[src/rtl/pal_ctrl_pkg.sv]
// Shared definitions for the palette access controller: the FSM state
// encoding, the posted-write entry layout and the CPU address field positions.
package pal_ctrl_pkg;

   localparam int ADDR_W  = 11;               // word address [11:1]
   localparam int DATA_W  = 16;
   localparam int ENTRY_W = ADDR_W + DATA_W;  // {address, data} per posted write

   // CPU address fields (bit positions within the [11:1] word address)
   localparam int RAM_SEL_HI = 11;
   localparam int RAM_SEL_LO = 10;
   localparam int IDX_HI     = 8;
   localparam int IDX_LO     = 1;

   typedef enum logic [1:0] {
      ST_IDLE,
      ST_WAIT,
      ST_ACCESS,
      ST_RECOVER
   } pal_state_t;

endpackage

[src/rtl/pal_wr_fifo.sv]
// Posted-write buffer: synchronous FIFO with a combinational head. A push and
// a pop in the same cycle are both taken and leave the occupancy unchanged.
module pal_wr_fifo #(
   parameter int DEPTH = 4,
   parameter int WIDTH = 27
) (
   input  logic             clk,
   input  logic             rst,
   input  logic             push,
   input  logic [WIDTH-1:0] din,
   input  logic             pop,
   output logic [WIDTH-1:0] head,
   output logic             full,
   output logic             empty
);

   localparam int PW = $clog2(DEPTH);

   logic [WIDTH-1:0] mem [DEPTH];
   logic [PW-1:0]    wr_ptr;
   logic [PW-1:0]    rd_ptr;
   logic [PW:0]      count;
   logic             do_push;
   logic             do_pop;

   assign do_push = push && !full;
   assign do_pop  = pop && !empty;

   // Pointer and occupancy bookkeeping; depth is a power of two so pointers wrap naturally
   always_ff @(posedge clk) begin
      if (rst) begin
         wr_ptr <= '0;
         rd_ptr <= '0;
         count  <= '0;
      end else begin
         if (do_push) wr_ptr <= wr_ptr + PW'(1);
         if (do_pop)  rd_ptr <= rd_ptr + PW'(1);
         case ({do_push, do_pop})
            2'b10:   count <= count + (PW+1)'(1);
            2'b01:   count <= count - (PW+1)'(1);
            default: ;
         endcase
      end
   end

   // Entry storage; contents are don't-care while the FIFO is empty
   always_ff @(posedge clk) begin
      if (do_push) mem[wr_ptr] <= din;
   end

   assign head  = mem[rd_ptr];
   assign full  = (count == (PW+1)'(DEPTH));
   assign empty = (count == '0);

endmodule

[src/rtl/palette_access_ctrl.sv]
// Arbitrates CPU access to the palette RAM against video use. Writes are
// posted into a small FIFO; a single read may be outstanding and is only
// serviced once the FIFO has drained, so it returns post-write data. Accesses
// wait for BLANK, or are forced after TIMEOUT clocks of waiting.
//
// CPU handshake: CPU_REQ is a request valid, CPU_BUSY is its inverted ready.
// A request is taken in any cycle where CPU_REQ=1 and CPU_BUSY=0; one taken
// while busy is dropped. CPU_READY is a one-cycle completion pulse: the cycle
// after an accepted write, or the cycle CPU_DOUT carries read data.
module palette_access_ctrl
   import pal_ctrl_pkg::*;
#(
   parameter int FIFO_DEPTH    = 4,
   parameter int ACCESS_CYCLES = 2,
   parameter int TIMEOUT       = 1024
) (
   input  logic        CLK_32M,
   input  logic        RESET,
   input  logic        CPU_REQ,
   input  logic        CPU_WE,
   input  logic [11:1] CPU_A,
   input  logic [15:0] CPU_DIN,
   output logic [15:0] CPU_DOUT,
   output logic        CPU_READY,
   output logic        CPU_BUSY,
   input  logic        BLANK,
   output logic        PAL_G,
   output logic        PAL_MWR,
   output logic        PAL_MRD,
   output logic [11:1] PAL_A,
   output logic [15:0] PAL_DIN,
   input  logic [15:0] PAL_DOUT,
   output logic [15:0] FORCE_CNT,
   output pal_state_t  fsm_state
);

   localparam int TW = $clog2(TIMEOUT + 1);

   pal_state_t         state;
   logic [TW-1:0]      timer;
   logic [2:0]         acc_cnt;
   logic               acc_last;
   logic               acc_is_wr;
   logic               rd_pend;
   logic [11:1]        rd_addr;
   logic               fifo_push;
   logic               fifo_pop;
   logic               fifo_full;
   logic               fifo_empty;
   logic               rd_accept;
   logic [ENTRY_W-1:0] fifo_head;

   assign CPU_BUSY  = fifo_full || rd_pend;
   assign fifo_push = CPU_REQ && CPU_WE && !CPU_BUSY;
   assign rd_accept = CPU_REQ && !CPU_WE && !CPU_BUSY;
   assign acc_last  = (acc_cnt == 3'(ACCESS_CYCLES - 1));
   assign fifo_pop  = (state == ST_ACCESS) && acc_last && acc_is_wr;
   assign fsm_state = state;

   pal_wr_fifo #(
      .DEPTH (FIFO_DEPTH),
      .WIDTH (ENTRY_W)
   ) u_wr_fifo (
      .clk   (CLK_32M),
      .rst   (RESET),
      .push  (fifo_push),
      .din   ({CPU_A, CPU_DIN}),
      .pop   (fifo_pop),
      .head  (fifo_head),
      .full  (fifo_full),
      .empty (fifo_empty)
   );

   // Access sequencer: wait for blanking (or time out), drive the palette, recover
   always_ff @(posedge CLK_32M) begin
      if (RESET) begin
         state     <= ST_IDLE;
         timer     <= '0;
         acc_cnt   <= '0;
         acc_is_wr <= 1'b0;
         rd_pend   <= 1'b0;
         rd_addr   <= '0;
         CPU_READY <= 1'b0;
         CPU_DOUT  <= '0;
         PAL_G     <= 1'b0;
         PAL_MWR   <= 1'b0;
         PAL_MRD   <= 1'b0;
         PAL_A     <= '0;
         PAL_DIN   <= '0;
         FORCE_CNT <= '0;
      end else begin
         // write acknowledge; a read completion below cannot coincide since reads hold BUSY
         CPU_READY <= fifo_push;
         if (rd_accept) begin
            rd_pend <= 1'b1;
            rd_addr <= CPU_A;
         end
         case (state)
            ST_IDLE: begin
               if (!fifo_empty || rd_pend) begin
                  state <= ST_WAIT;
                  timer <= '0;
               end
            end
            ST_WAIT: begin
               if (BLANK || timer == TW'(TIMEOUT - 1)) begin
                  state   <= ST_ACCESS;
                  acc_cnt <= '0;
                  PAL_G   <= 1'b1;
                  if (!BLANK && FORCE_CNT != 16'hFFFF) FORCE_CNT <= FORCE_CNT + 16'd1;
                  // buffered writes always go ahead of the pending read
                  if (!fifo_empty) begin
                     acc_is_wr <= 1'b1;
                     PAL_MWR   <= 1'b1;
                     PAL_A     <= fifo_head[ENTRY_W-1:DATA_W];
                     PAL_DIN   <= fifo_head[DATA_W-1:0];
                  end else begin
                     acc_is_wr <= 1'b0;
                     PAL_MRD   <= 1'b1;
                     PAL_A     <= rd_addr;
                     PAL_DIN   <= '0;
                  end
               end else begin
                  timer <= timer + TW'(1);
               end
            end
            ST_ACCESS: begin
               // BLANK is ignored here: a started access always runs to completion
               if (acc_last) begin
                  state   <= ST_RECOVER;
                  PAL_G   <= 1'b0;
                  PAL_MWR <= 1'b0;
                  PAL_MRD <= 1'b0;
                  PAL_A   <= '0;
                  PAL_DIN <= '0;
                  if (!acc_is_wr) begin
                     CPU_DOUT  <= PAL_DOUT;
                     CPU_READY <= 1'b1;
                     rd_pend   <= 1'b0;
                  end
               end else begin
                  acc_cnt <= acc_cnt + 3'd1;
               end
            end
            ST_RECOVER: state <= ST_IDLE;
            default:    state <= ST_IDLE;
         endcase
      end
   end

endmodule

[config.mk]
export PLATFORM = sky130hd
export DESIGN_NAME = palette_access_ctrl
export DESIGN_NICKNAME = d
export VERILOG_FILES = /design/src/rtl/pal_ctrl_pkg.sv /design/src/rtl/pal_wr_fifo.sv /design/src/rtl/palette_access_ctrl.sv
export SDC_FILE = /design/constraint.sdc
export NUM_CORES = 1
export LEC_CHECK = 0
export ABC_CLOCK_PERIOD_IN_PS = 3300
export CORE_MARGIN = 2
export CORE_UTILIZATION = 55
export CTS_BUF_LIST = sky130_fd_sc_hd__clkbuf_16
export CTS_CLUSTER_DIAMETER = 100
export DETAILED_ROUTE_END_ITERATION = 7
export GPL_TIMING_DRIVEN = 0
export PLACE_DENSITY = 0.87
export SLEW_MARGIN = 0
export SYNTH_ARGS = -nofsm -noshare
export SYNTH_HDL_FRONTEND = slang
export SYNTH_SLANG_ARGS = --single-unit
export TNS_END_PERCENT = 1
[constraint.sdc]
create_clock -name CLK_32M -period 3.3 [get_ports CLK_32M]
set_input_delay 0.33 -clock CLK_32M [delete_from_list [all_inputs] [get_ports CLK_32M]]
set_output_delay 0.33 -clock CLK_32M [all_outputs]
set_load 0.05 [all_outputs]
==> impl_metrics.yaml, run 1 <==
place:
  io_buffers: 112
  dp_cells: 945
  dp_hpwl_um: 12600
  place_area_um2: 9710
  place.gp.congestion: 0.861
critical_path:
  critPathMaxFanout: 7
  max_stage_delay_ns: 0.53
  cp-end-kind: "flip-flop"
  critPathArrivalTime_ns: 3.35
  cp-start-kind: "flip-flop"
  worst-path-buf-inv: 2
  timing.rr.start: "fsm_state[0]"
  cp_slowest_cell: "nor3b_1"
  critPathTopFamily: "simple AND/OR/NAND/NOR gates"
  critPathLaunch: "fsm_state[0]"
  r2r_slack_ns: 0.38
  worstPathCellList: "inv_1 > ha_1 > nand3b_1 > nor3b_1 > ha_1 > inv_1 > fa_1 > xor2_1 > or3_1 > a21oi_1"
  required_ns: 3.73
  critical_path_class: "flip-flop to flip-flop"
grt:
  grt_pass1_wl_um: 31200
  globalRouteOverflowTotal: 0
  track_usage_pct: 24.5
  first_global_vias: 5970
  antenna_found_initial: 0
  grt_max_degree: 28
floorplanning:
  io_pins: 114
  die_w_um: 127
  start_util_pct: 56.9
  die_y_um: 127
  rows: 44
  die-area_um2: 16100
  core_um2: 14600
synthesis:
  yosysTopAreaCellShare_pct: 39.0
  syn_inst: 648
  synth_top_cell_by_area: "edfxtp_1"
  syn-num-nets: 710
  syn_avg_cell_area_um2: 12.8
  synth_flop_cell: "edfxtp_1"
  yosysWarnings: 0
  synth_seq_cells: 209
  post-synth-top-count-cell: "edfxtp_1"
  synth-edff-count: 108
  synth.top_cells.by_area: "edfxtp_1 (39%), dfxtp_1 (24%), mux4_2 (7.3%), mux2i_1 (3.1%), nand2_1 (3.0%)"
  yosysUniqueCellTypes: 53
  async_flop_share_pct: 0
  synth.top_cells.by_count: "edfxtp_1 (108), dfxtp_1 (101), nand2_1 (66), a21oi_1 (40), o21ai_0 (37)"
  synth-seq-area-share_pct: 63.2
  syn_area_um2: 8330
timing:
  fmax_mhz: 343
  slew_viol_final: 0
  min_period_ns: 2.92
  rsz0062_at_grt: "no"
  tightest_slew_ns: 0.886
  finalSetupViolations: 0
  setup_tns_ns: 0
  fin_skew_ns: 0.0115
  hold_violations: 0
  slew_headroom_pct: 40.9
  fin_crit_sh_pct: 88.4
clock_network:
  cts.clk_slew.worst_paths_ns: 0.07
  clock_path_buffers: 3
  cts_buffers: 21
  cts_root_buf: "clkbuf_16"
  insertion_delay_ns: 0.50
  cts_tree: "yes"
  cts_resized: 0
  hold_buffers: 0
  htree_num_levels: 1
  post_cts_buffers: 0
  cts_num_sinks: 209
power:
  p_total_w: 0.00624
  p_seq_share_pct: 46.1
  sw_frac_of_total_pct: 27.0
  pwr_density_cell_nw_per_um2: 601
  intPower_w: 0.00456
  leakagePower_nw: 3.53
  power_frac_clock_pct: 38.2
  power_switching_w: 0.00168
  peakVddDrop_uv: 516
  combPwrFrac_pct: 15.7
route:
  avgRoutedWirePerCell_um: 20.1
  vias: 5742
  first_pass_iters: 5
  drc: 0
  first_iter_violations: 523
  avgViaCountPerCell: 5.84
  ant_nets: 0
  wl_um: 19700
finish:
  syn_to_final_growth_pct: 24.8
  multi_input_area_um2: 2850
  fin_nets: 846
  seq_area_um2: 5270
  fill_cells: 933
  n_antenna_cell: 0
  final_area_um2: 10400
  drive_above_1_share_pct: 9.89
  utilization_pct: 71.0
  instances_no_fill: 983
run:
  max_cap_violations: 0
hold_path:
  min_from: "RESET"
  min_path_type: "input pin to flip-flop"
outcome:
  status: "completed"
==> worst min-delay path: stages <==
cell and delay, ns:
clkbuf_1 0.18, nor2b_1 0.15, mux2_2 0.14
==> through the flow <==
step                worst slack, ns  hold slack (ns)
CTS                           0.395            0.334
detailed placement            0.434            0.431
global route                  0.174            0.381
finish                        0.383            0.338
floorplan                     0.540            0.419
global placement              0.534            0.429
==> worst paths after layout <==
| path | end | cells after the start |
|---|---|---|
| worst min register to register | timer[10] | 1 |
| worst max register to register | u_wr_fifo.count[2] | 10 |
| worst min-delay path | FORCE_CNT[13] | 3 |
| worst max-delay path | u_wr_fifo.count[2] | 10 |
==> cells in the final DEF, fill, tap and decap left out, drive strengths merged, types with 3 or more instances in the layout <==
| cell type | n |
|---|---|
| a21o | 6 |
| a21oi | 40 |
| a22o | 3 |
| and2 | 6 |
| and3 | 4 |
| and4 | 4 |
| buf | 10 |
| bufinv | 3 |
| clkbuf | 47 |
| clkdlybuf4s50 | 112 |
| clkinv | 5 |
| dfxtp | 101 |
| edfxtp | 108 |
| ha | 13 |
| inv | 26 |
| mux2i | 26 |
| mux4 | 27 |
| nand2 | 66 |
| nand2b | 21 |
| nand3 | 26 |
| nand3b | 3 |
| nand4 | 7 |
| nor2 | 35 |
| nor2b | 3 |
| nor3 | 7 |
| nor3b | 7 |
| o21ai | 37 |
| or3 | 10 |
| or4 | 3 |
| xnor2 | 4 |
| xor2 | 7 |
==> power by group through the flow <==
stage	Combinational (W)	Sequential (W)	Clock (W)
5_1_grt	0.00105	0.00289	0.00248
3_5_place_dp	0.000944	0.00293	0
2_1_floorplan	0.000475	0.00306	0
3_3_place_gp	0.000908	0.00292	0
4_1_cts	0.000968	0.00288	0.00239
6_report	0.000980	0.00288	0.00238
==> sequential cells by signal (all words and copies together) (netlist names), named ones only <==
| name | flops |
|---|---|
| CPU_DOUT | 16 |
| CPU_READY | 1 |
| FORCE_CNT | 16 |
| PAL_A | 11 |
| PAL_DIN | 16 |
| PAL_G | 1 |
| PAL_MRD | 1 |
| PAL_MWR | 1 |
| acc_cnt | 3 |
| acc_is_wr | 1 |
| fsm_state | 2 |
| rd_addr | 11 |
| rd_pend | 1 |
| timer | 11 |
| u_wr_fifo.count | 3 |
| u_wr_fifo.mem | 108 |
| u_wr_fifo.rd_ptr | 2 |
| u_wr_fifo.wr_ptr | 2 |
==> area by class of cell <==
type,instances,area share [%]
plain buffers,35,1.41
clock buffers,21,5.06
clock inverters,17,1.53
inverters,17,0.614
multi-input cells,387,27.5
flip-flops and latches,209,50.7
well taps,184,2.22
repair buffers,113,11.1
==> kinds of logic (layout without fill, tap and decap cells) <==
family / after synthesis / after routing / synth area share [%]
AOI/OAI and AO/OA: 100 / 100 / 7.24
xor gates and xnor gates: 11 / 11 / 1.16
adders and majority gates: 14 / 14 / 2.19
buffers and inverters: 52 / 203 / 2.52
DFF: 209 / 209 / 63.2
muxes: 55 / 55 / 10.7
and+or+nand+nor: 207 / 207 / 12.9
==> layer usage <==
| layer | up-vias | wire [um] | track usage [%] |
|---|---|---|---|
| met5 | - | 0 | 0 |
| met4 | 0 | 436 | 6.59 |
| met3 | 38 | 1200 | 4.23 |
| met2 | 240 | 10200 | 43.7 |
| met1 | 2826 | 7910 | 31.2 |
| li1 | 2638 | - | - |
(Power assumes the default switching activity.)
==> inputs of run 2 (changes only) <==
--- a/config.mk
+++ b/config.mk
@@ -13,7 +13,7 @@
 export DETAILED_ROUTE_END_ITERATION = 7
 export GPL_TIMING_DRIVEN = 0
 export PLACE_DENSITY = 0.87
-export SLEW_MARGIN = 0
+export SLEW_MARGIN = 20
 export SYNTH_ARGS = -nofsm -noshare
 export SYNTH_HDL_FRONTEND = slang
 export SYNTH_SLANG_ARGS = --single-unit
==> impl_metrics.yaml, run 2 (same netlist as run 1, synthesis figures left out) <==
outcome:
  status: "completed"
floorplanning:
  die_w_um: 127
  rows: 44
  die_y_um: 127
  die-area_um2: 16100
  io_pins: 114
  start_util_pct: 56.9
  core_um2: 14600
critical_path:
  critical_path_class: "flip-flop to flip-flop"
  ff2ff_path_depth: 10
  max_stage_delay_ns: 0.51
  cp_slowest_cell: "nor3b_1"
  worstSetupPathDepth: 10
  worstPathCellList: "inv_1 > ha_1 > nand3b_1 > nor3b_1 > ha_1 > inv_1 > fa_1 > xor2_1 > or3_1 > a21oi_1"
  critPathArrivalTime_ns: 3.28
  cp-start-kind: "flip-flop"
  cp-end-kind: "flip-flop"
  critPathMaxFanout: 7
  critPathTopFamily: "simple AND/OR/NAND/NOR gates"
  worst-path-buf-inv: 2
  required_ns: 3.72
timing:
  setup_tns_ns: 0
  rsz0062_at_grt: "no"
  fin_crit_sh_pct: 86.7
  fin_skew_ns: 0.0184
  finalSetupViolations: 0
  tightest_slew_ns: 0.861
  min_period_ns: 2.86
  fmax_mhz: 349
  slew_viol_final: 0
  slew_headroom_pct: 42.6
  hold_violations: 0
power:
  p_total_w: 0.00623
  sw_frac_of_total_pct: 26.5
  leakagePower_nw: 3.58
  p_seq_share_pct: 46.2
  power_frac_clock_pct: 38.3
  power_switching_w: 0.00165
  intPower_w: 0.00458
  pwr_density_cell_nw_per_um2: 595
  peakVddDrop_uv: 432
  combPwrFrac_pct: 15.5
route:
  vias: 5799
  avgViaCountPerCell: 5.87
  drc: 0
  wl_um: 19200
  first_pass_iters: 5
  avgRoutedWirePerCell_um: 19.4
  first_iter_violations: 607
  ant_nets: 0
clock_network:
  cts_num_sinks: 209
  cts.clk_slew.worst_paths_ns: 0.06
  clock_path_buffers: 3
  htree_num_levels: 1
  cts_root_buf: "clkbuf_16"
  cts_tree: "yes"
  post_cts_buffers: 0
  insertion_delay_ns: 0.50
  cts_buffers: 22
  hold_buffers: 0
  cts_resized: 0
finish:
  utilization_pct: 71.5
  fin_nets: 850
  fill_cells: 917
  multi_input_area_um2: 2860
  final_cell_mix: "clkdlybuf4s50_1 (112), edfxtp_1 (108), dfxtp_1 (101)"
  n_antenna_cell: 0
  syn_to_final_growth_pct: 25.7
  seq_area_um2: 5270
  final_common_cell: "clkdlybuf4s50_1"
  largest_reg_flops: 108
  drive_above_1_share_pct: 10.7
  top_register: "u_wr_fifo.mem"
hold_path:
  min_path_cells: 3
  min_path_type: "input pin to flip-flop"
grt:
  grt_pass1_wl_um: 30400
  antenna_found_initial: 0
  globalRouteOverflowTotal: 0
  first_global_vias: 5933
  grt_max_degree: 28
  track_usage_pct: 23.7
place:
  dp_hpwl_um: 12600
  io_buffers: 112
  place.gp.congestion: 0.861
run:
  max_cap_violations: 0
run 2: metal layers:
metal  global-route usage, %  vias up  wire length, um
met1                    30.8     2882             7780
li1                        -     2652                -
met4                    6.72        0              409
met2                    41.9      232             9720
met3                    3.56       33             1290
met5                       0        -                0
run 2: layout make-up:
class	instances	area share, %
sequential	209	50.3
multi-input combinational	387	27.3
timing repair buffer	116	11.5
clock buffer	23	5.50
tap	184	2.20
buffer	35	1.40
clock inverter	17	1.22
inverter	17	0.610
run 2: power by group through the flow:
stage               clock [W]  sequential [W]  combinational [W]
floorplan                   0         0.00306           0.000475
global placement            0         0.00292           0.000908
detailed placement          0         0.00293           0.000948
CTS                   0.00241         0.00288           0.000956
global route          0.00252         0.00289            0.00104
finish                0.00238         0.00288           0.000967
run 2: final timing paths:
check / endpoint / startpoint / slack (ns)
max: u_wr_fifo.count[2] / fsm_state[0] / 0.44
min: FORCE_CNT[13] / RESET / 0.33
max reg2reg: u_wr_fifo.count[2] / fsm_state[0] / 0.44
min reg2reg: timer[10] / timer[10] / 0.44
run 2: metrics by stage:
step	hold slack, ns	worst slack [ns]	instance area [um2]	std cells
2_1_floorplan	0.419	0.540	8330	648
3_3_place_gp	0.429	0.534	9680	944
3_5_place_dp	0.432	0.459	9760	948
4_1_cts	0.316	0.461	10500	988
5_1_grt	0.385	0.189	10500	988
6_report	0.326	0.437	10500	988
run 2: tightest hold or removal path: stages:
cell	delay (ns)
clkbuf_1	0.19
nor2b_1	0.14
mux2_2	0.14
